File: src/rtl/ext_ram_arbiter.sv
// ext_ram_arbiter: round-robin arbiter that shares one single-port, sync-read RAM between
// NUM_REQ decoder units. It supports bounded burst locking and tags read data to its requester.
module ext_ram_arbiter #(
  parameter int NUM_REQ    = 2,
  parameter int DATA_WIDTH = 8,
  parameter int ADDR_WIDTH = 8,
  parameter int MAX_LOCK   = 16
) (
  input  logic                          clk,
  input  logic                          reset,
  input  logic [NUM_REQ-1:0]            req,
  input  logic [NUM_REQ-1:0]            req_we,
  input  logic [NUM_REQ-1:0]            req_lock,
  input  logic [NUM_REQ*ADDR_WIDTH-1:0] req_addr,
  input  logic [NUM_REQ*DATA_WIDTH-1:0] req_wdata,
  output logic [NUM_REQ-1:0]            gnt,
  output logic [NUM_REQ-1:0]            rvalid,
  output logic [DATA_WIDTH-1:0]         rdata,
  output logic                          ram_cs,
  output logic                          ram_we,
  output logic [ADDR_WIDTH-1:0]         ram_address,
  output logic [DATA_WIDTH-1:0]         ram_data_in,
  input  logic [DATA_WIDTH-1:0]         ram_data_out
);

  localparam int PTR_W = $clog2(NUM_REQ);
  localparam int CNT_W = $clog2(MAX_LOCK + 1);
  localparam logic [CNT_W-1:0] LOCK_MAX = CNT_W'(MAX_LOCK);
  localparam logic [PTR_W-1:0] LAST_REQ = PTR_W'(NUM_REQ - 1);

  typedef enum logic {ST_ARB, ST_LOCKED} state_t;

  state_t             r_state;
  state_t             w_state_nxt;
  logic [PTR_W-1:0]   r_rr_ptr;
  logic [PTR_W-1:0]   w_rr_ptr_nxt;
  logic [PTR_W-1:0]   r_owner;
  logic [PTR_W-1:0]   w_owner_nxt;
  logic [CNT_W-1:0]   r_lock_cnt;
  logic [CNT_W-1:0]   w_lock_cnt_nxt;
  logic [NUM_REQ-1:0] r_rvalid;
  logic [NUM_REQ-1:0] w_gnt;
  logic               w_hold;

  logic               w_lo_found;
  logic [PTR_W-1:0]   w_lo_idx;
  logic               w_hi_found;
  logic [PTR_W-1:0]   w_hi_idx;
  logic               w_arb_found;
  logic [PTR_W-1:0]   w_arb_idx;

  // Lowest requester at or above rr_ptr wins; otherwise the search wraps to the lowest overall.
  always_comb begin
    w_lo_found = 1'b0;
    w_lo_idx   = '0;
    w_hi_found = 1'b0;
    w_hi_idx   = '0;
    for (int k = NUM_REQ - 1; k >= 0; k--) begin
      if (req[k]) begin
        w_lo_found = 1'b1;
        w_lo_idx   = PTR_W'(k);
        if (k >= int'(r_rr_ptr)) begin
          w_hi_found = 1'b1;
          w_hi_idx   = PTR_W'(k);
        end
      end
    end
    w_arb_found = w_lo_found;
    w_arb_idx   = w_hi_found ? w_hi_idx : w_lo_idx;
  end

  // A lock is kept only while the owner still requests, still locks and has budget left.
  assign w_hold = (r_state == ST_LOCKED) && req[r_owner] && req_lock[r_owner] &&
                  (r_lock_cnt != LOCK_MAX);

  always_comb begin
    // NOTE: every signal driven here gets a default first, so no path can infer a latch.
    w_gnt          = '0;
    w_state_nxt    = ST_ARB;
    w_rr_ptr_nxt   = r_rr_ptr;
    w_owner_nxt    = r_owner;
    w_lock_cnt_nxt = '0;
    if (!reset) begin
      if (w_hold) begin
        w_gnt[r_owner] = 1'b1;
        w_state_nxt    = ST_LOCKED;
        w_lock_cnt_nxt = r_lock_cnt + CNT_W'(1);
      end else if (w_arb_found) begin
        w_gnt[w_arb_idx] = 1'b1;
        w_rr_ptr_nxt     = (w_arb_idx == LAST_REQ) ? '0 : w_arb_idx + PTR_W'(1);
        if (req_lock[w_arb_idx]) begin
          w_state_nxt    = ST_LOCKED;
          w_owner_nxt    = w_arb_idx;
          w_lock_cnt_nxt = CNT_W'(1);
        end
      end
    end
  end

  // NOTE: registers use non-blocking assignments so every flop samples pre-edge values.
  always_ff @(posedge clk) begin
    if (reset) begin
      r_state    <= ST_ARB;
      r_rr_ptr   <= '0;
      r_owner    <= '0;
      r_lock_cnt <= '0;
      r_rvalid   <= '0;
    end else begin
      r_state    <= w_state_nxt;
      r_rr_ptr   <= w_rr_ptr_nxt;
      r_owner    <= w_owner_nxt;
      r_lock_cnt <= w_lock_cnt_nxt;
      r_rvalid   <= w_gnt & ~req_we;
    end
  end

  always_comb begin
    ram_we      = 1'b0;
    ram_address = '0;
    ram_data_in = '0;
    for (int k = 0; k < NUM_REQ; k++) begin
      if (w_gnt[k]) begin
        ram_we      = req_we[k];
        ram_address = req_addr[k*ADDR_WIDTH +: ADDR_WIDTH];
        ram_data_in = req_wdata[k*DATA_WIDTH +: DATA_WIDTH];
      end
    end
  end

  assign gnt    = w_gnt;
  assign ram_cs = |w_gnt;
  // A read tag still in flight when reset rises is suppressed immediately, not one edge later.
  assign rvalid = r_rvalid & ~{NUM_REQ{reset}};
  assign rdata  = ram_data_out;

endmodule

File: config.mk
export PLATFORM = sky130hd
export DESIGN_NAME = ext_ram_arbiter
export DESIGN_NICKNAME = d
export VERILOG_FILES = /design/src/rtl/ext_ram_arbiter.sv
export SDC_FILE = /design/constraint.sdc
export NUM_CORES = 1
export LEC_CHECK = 0
export BUFFER_PORTS_ARGS = -buffer_cell sky130_fd_sc_hd__buf_4
export CAP_MARGIN = 20
export CORE_UTILIZATION = 46
export DETAILED_ROUTE_END_ITERATION = 7
export PLACE_DENSITY = 0.95
export SYNTH_ARGS = -nofsm -noshare
export SYNTH_HDL_FRONTEND = slang
export SYNTH_SLANG_ARGS = --single-unit
File: constraint.sdc
create_clock -name clk -period 4.8 [get_ports clk]
set_clock_uncertainty 0.05 [all_clocks]
set_input_delay 0.48 -clock clk [delete_from_list [all_inputs] [get_ports clk]]
set_output_delay 0.48 -clock clk [all_outputs]
set_load 0.1 [all_outputs]
==> impl_metrics.json <==
{
  "die_h_um": 53.7,
  "track_usage": 0.221,
  "power_frac_comb": 0.600,
  "power_density_mw_per_mm2": 229,
  "switching_share": 0.500,
  "io-pin-count": 78,
  "worstSetupStartpointType": "flop",
  "crit_path_end_kind": "output port",
  "slew_viol_final": 0,
  "cts_buffer_depth": 2,
  "cts_num_sinks": 10,
  "clk-insertion-delay-late_ns": 0.27,
  "num_vias": 1206,
  "relSlewSlack": 0.276,
  "hold_path_class": "in -> reg",
  "finalHoldViolations": 0,
  "layout_common_cells": "buf_4 (63), mux2i_1 (19), a211oi_2 (16), a221oi_2 (11), dfxtp_1 (10)",
  "start_util": 0.491,
  "required_ns": 4.27,
  "ant_nets": 0,
  "finalSetupViolCount": 0,
  "syn_to_final_growth_pct": 32.0,
  "drive_gt1_frac": 0.571,
  "path_buf_inv": 3,
  "fin_nets": 220,
  "ys_warn_count": 0,
  "fin_setup_tns_ns": 0,
  "cp_top_family": "buffers and inverters",
  "numCtsBuffers": 3,
  "drc": 0,
  "synth_nets": 173,
  "power.total_mw": 0.371,
  "antenna_found_initial": 0,
  "routed_wl_um": 3140,
  "seqCellArea_um2": 200,
  "antenna_cells": 0,
  "peakVddDrop_v": 0.000156,
  "grt_pass1_vias": 1122,
  "rsz0062_at_grt": "no",
  "path_max_fanout": 36,
  "post_cts_resized": 0,
  "yosysSeqAreaShare": 0.163,
  "synth_area_mm2": 0.00123,
  "crit_chain": "buf_4 > and3_4 > o211a_1 > buf_4 > a221oi_1 > a211oi_1 > buf_4",
  "multi_input_area_um2": 877,
  "clockRootBuffer": "clkbuf_4",
  "drt_first_iter_violations": 27,
  "hold_buffers": 0,
  "path_common_cell": "buf_4",
  "place_congestion": 0.782,
  "status": "finished clean",
  "maxCapViolCount": 0,
  "max_freq_ghz": 0.297,
  "avgSynthCellArea_um2": 9.99,
  "htree_levels": 1,
  "fill_cells": 209,
  "die_x_um": 53.7,
  "num_rows": 18,
  "ys_ff_latch": 10,
  "critPathMaxStageDelay_ns": 0.65,
  "drt_pass1_iterations": 4,
  "numPortBuffers": 61,
  "synthCells": 123,
  "period_share": 0.702,
  "design.core.area_mm2": 0.00250,
  "routedWlPerCell_um": 15.8,
  "avgViaCountPerCell": 6.09,
  "cts_tree": "done",
  "path_class": "reg -> out",
  "grt_pass1_wl_um": 4690,
  "clkTransAtPathRegs_ns": 0.07,
  "cpMaxStageDelayCell": "dfxtp_1",
  "worstPathArrival_ns": 2.84,
  "switchingPower_mw": 0.185,
  "min_period_ns": 3.37,
  "yosysUniqueCellTypes": 33,
  "p_int_mw": 0.186,
  "post_cts_buffers": 0,
  "seq_power_share": 0.245,
  "layout_commonest_cell": "buf_4",
  "p_leak_nw": 0.633,
  "clkPwrFrac": 0.155,
  "die-area_mm2": 0.00288,
  "gr-total-overflow": 0,
  "fin_util": 0.649,
  "grt_start_max_net_pins": 37,
  "dp_hpwl_um": 2380,
  "tightestPinTransition_ns": 1.08
}
[metrics by stage]
step | hold slack (ns) | area (um2) | worst slack (ns) | cells
2_1_floorplan | 0.400 | 1230 | 0.919 | 123
3_3_place_gp | 0.421 | 1600 | 1.90 | 195
3_5_place_dp | 0.443 | 1600 | 1.75 | 195
4_1_cts | 0.323 | 1620 | 1.42 | 198
5_1_grt | 0.337 | 1620 | 1.20 | 198
6_report | 0.337 | 1620 | 1.43 | 198
[routing by layer]
layer	up-vias	track usage	part of all wire
met4	0	0.105	0.034
met1	578	0.223	0.36
met3	11	0.0311	0.050
met2	43	0.432	0.56
li1	574	-	-
met5	-	0	0
[sequential cells by signal, indices dropped and copies added, names as in the netlist]
signal and flops:
r_state 1, r_rvalid 2, r_lock_cnt 5, r_owner 1, r_rr_ptr 1
[cell type report]
type,instances,share of cell area
repair buffers,63,0.292
inverters,3,0.00694
clock buffers,3,0.0139
flip-flops and latches,10,0.123
well taps,30,0.0231
multi-input cells,89,0.541
[logic make-up (layout without fill, tap and decap cells)]
kind of cell | after synthesis | after routing | share of synthesized area
AOI/OAI and AO/OA | 44 | 44 | 0.414
buffers and inverters | 24 | 69 | 0.126
and+or+nand+nor | 21 | 21 | 0.0998
muxes | 19 | 19 | 0.155
DFF | 10 | 10 | 0.163
xor gates and xnor gates | 3 | 3 | 0.0214
adders and majority gates | 2 | 2 | 0.0204
[power groups by stage]
stage                     registers, mW  logic [mW]  clock network (mW)
after floorplan                  0.0901       0.200                   0
after global placement           0.0921       0.218                   0
after detailed placement         0.0927       0.223                   0
after CTS                        0.0909       0.223              0.0603
after global routing             0.0914       0.233              0.0619
final                            0.0909       0.223              0.0574
[Yosys cell counts]
cell type | count | share of area
and2_1 | 1 | 0.0051
xnor2_1 | 1 | 0.0071
nor3b_1 | 1 | 0.0061
nand4bb_1 | 1 | 0.0092
nand2_1 | 1 | 0.0031
nand3_1 | 3 | 0.012
mux2i_1 | 19 | 0.15
a32oi_1 | 1 | 0.0071
a211oi_1 | 1 | 0.0061
a21oi_1 | 3 | 0.012
o211ai_4 | 1 | 0.017
and3_4 | 1 | 0.0092
buf_2 | 4 | 0.016
clkbuf_1 | 1 | 0.0031
nor2_1 | 4 | 0.012
o211a_1 | 1 | 0.0081
nor2b_1 | 2 | 0.010
xor2_1 | 2 | 0.014
o21ai_1 | 1 | 0.0041
a311oi_1 | 1 | 0.0071
ha_1 | 2 | 0.020
a221oi_2 | 11 | 0.13
a221oi_1 | 6 | 0.043
and3b_1 | 1 | 0.0071
nand2b_1 | 1 | 0.0051
inv_1 | 3 | 0.0092
a21boi_1 | 2 | 0.012
buf_6 | 3 | 0.027
buf_4 | 10 | 0.061
a211oi_2 | 16 | 0.16
dfxtp_1 | 10 | 0.16
nor3_1 | 5 | 0.020
buf_1 | 3 | 0.0092
[worst paths after layout]
path | slack [ns] | depth (start not counted) | to | start
worst max-delay path | 1.43 | 7 | ram_we | r_owner
worst min-delay path | 0.34 | 2 | r_rvalid[0] | req_we[0]
worst max register to register | 2.62 | 6 | r_owner | r_owner
worst min register to register | 0.46 | 1 | r_lock_cnt[0] | r_lock_cnt[0]
Note: power is estimated with default switching activity, not from simulation.
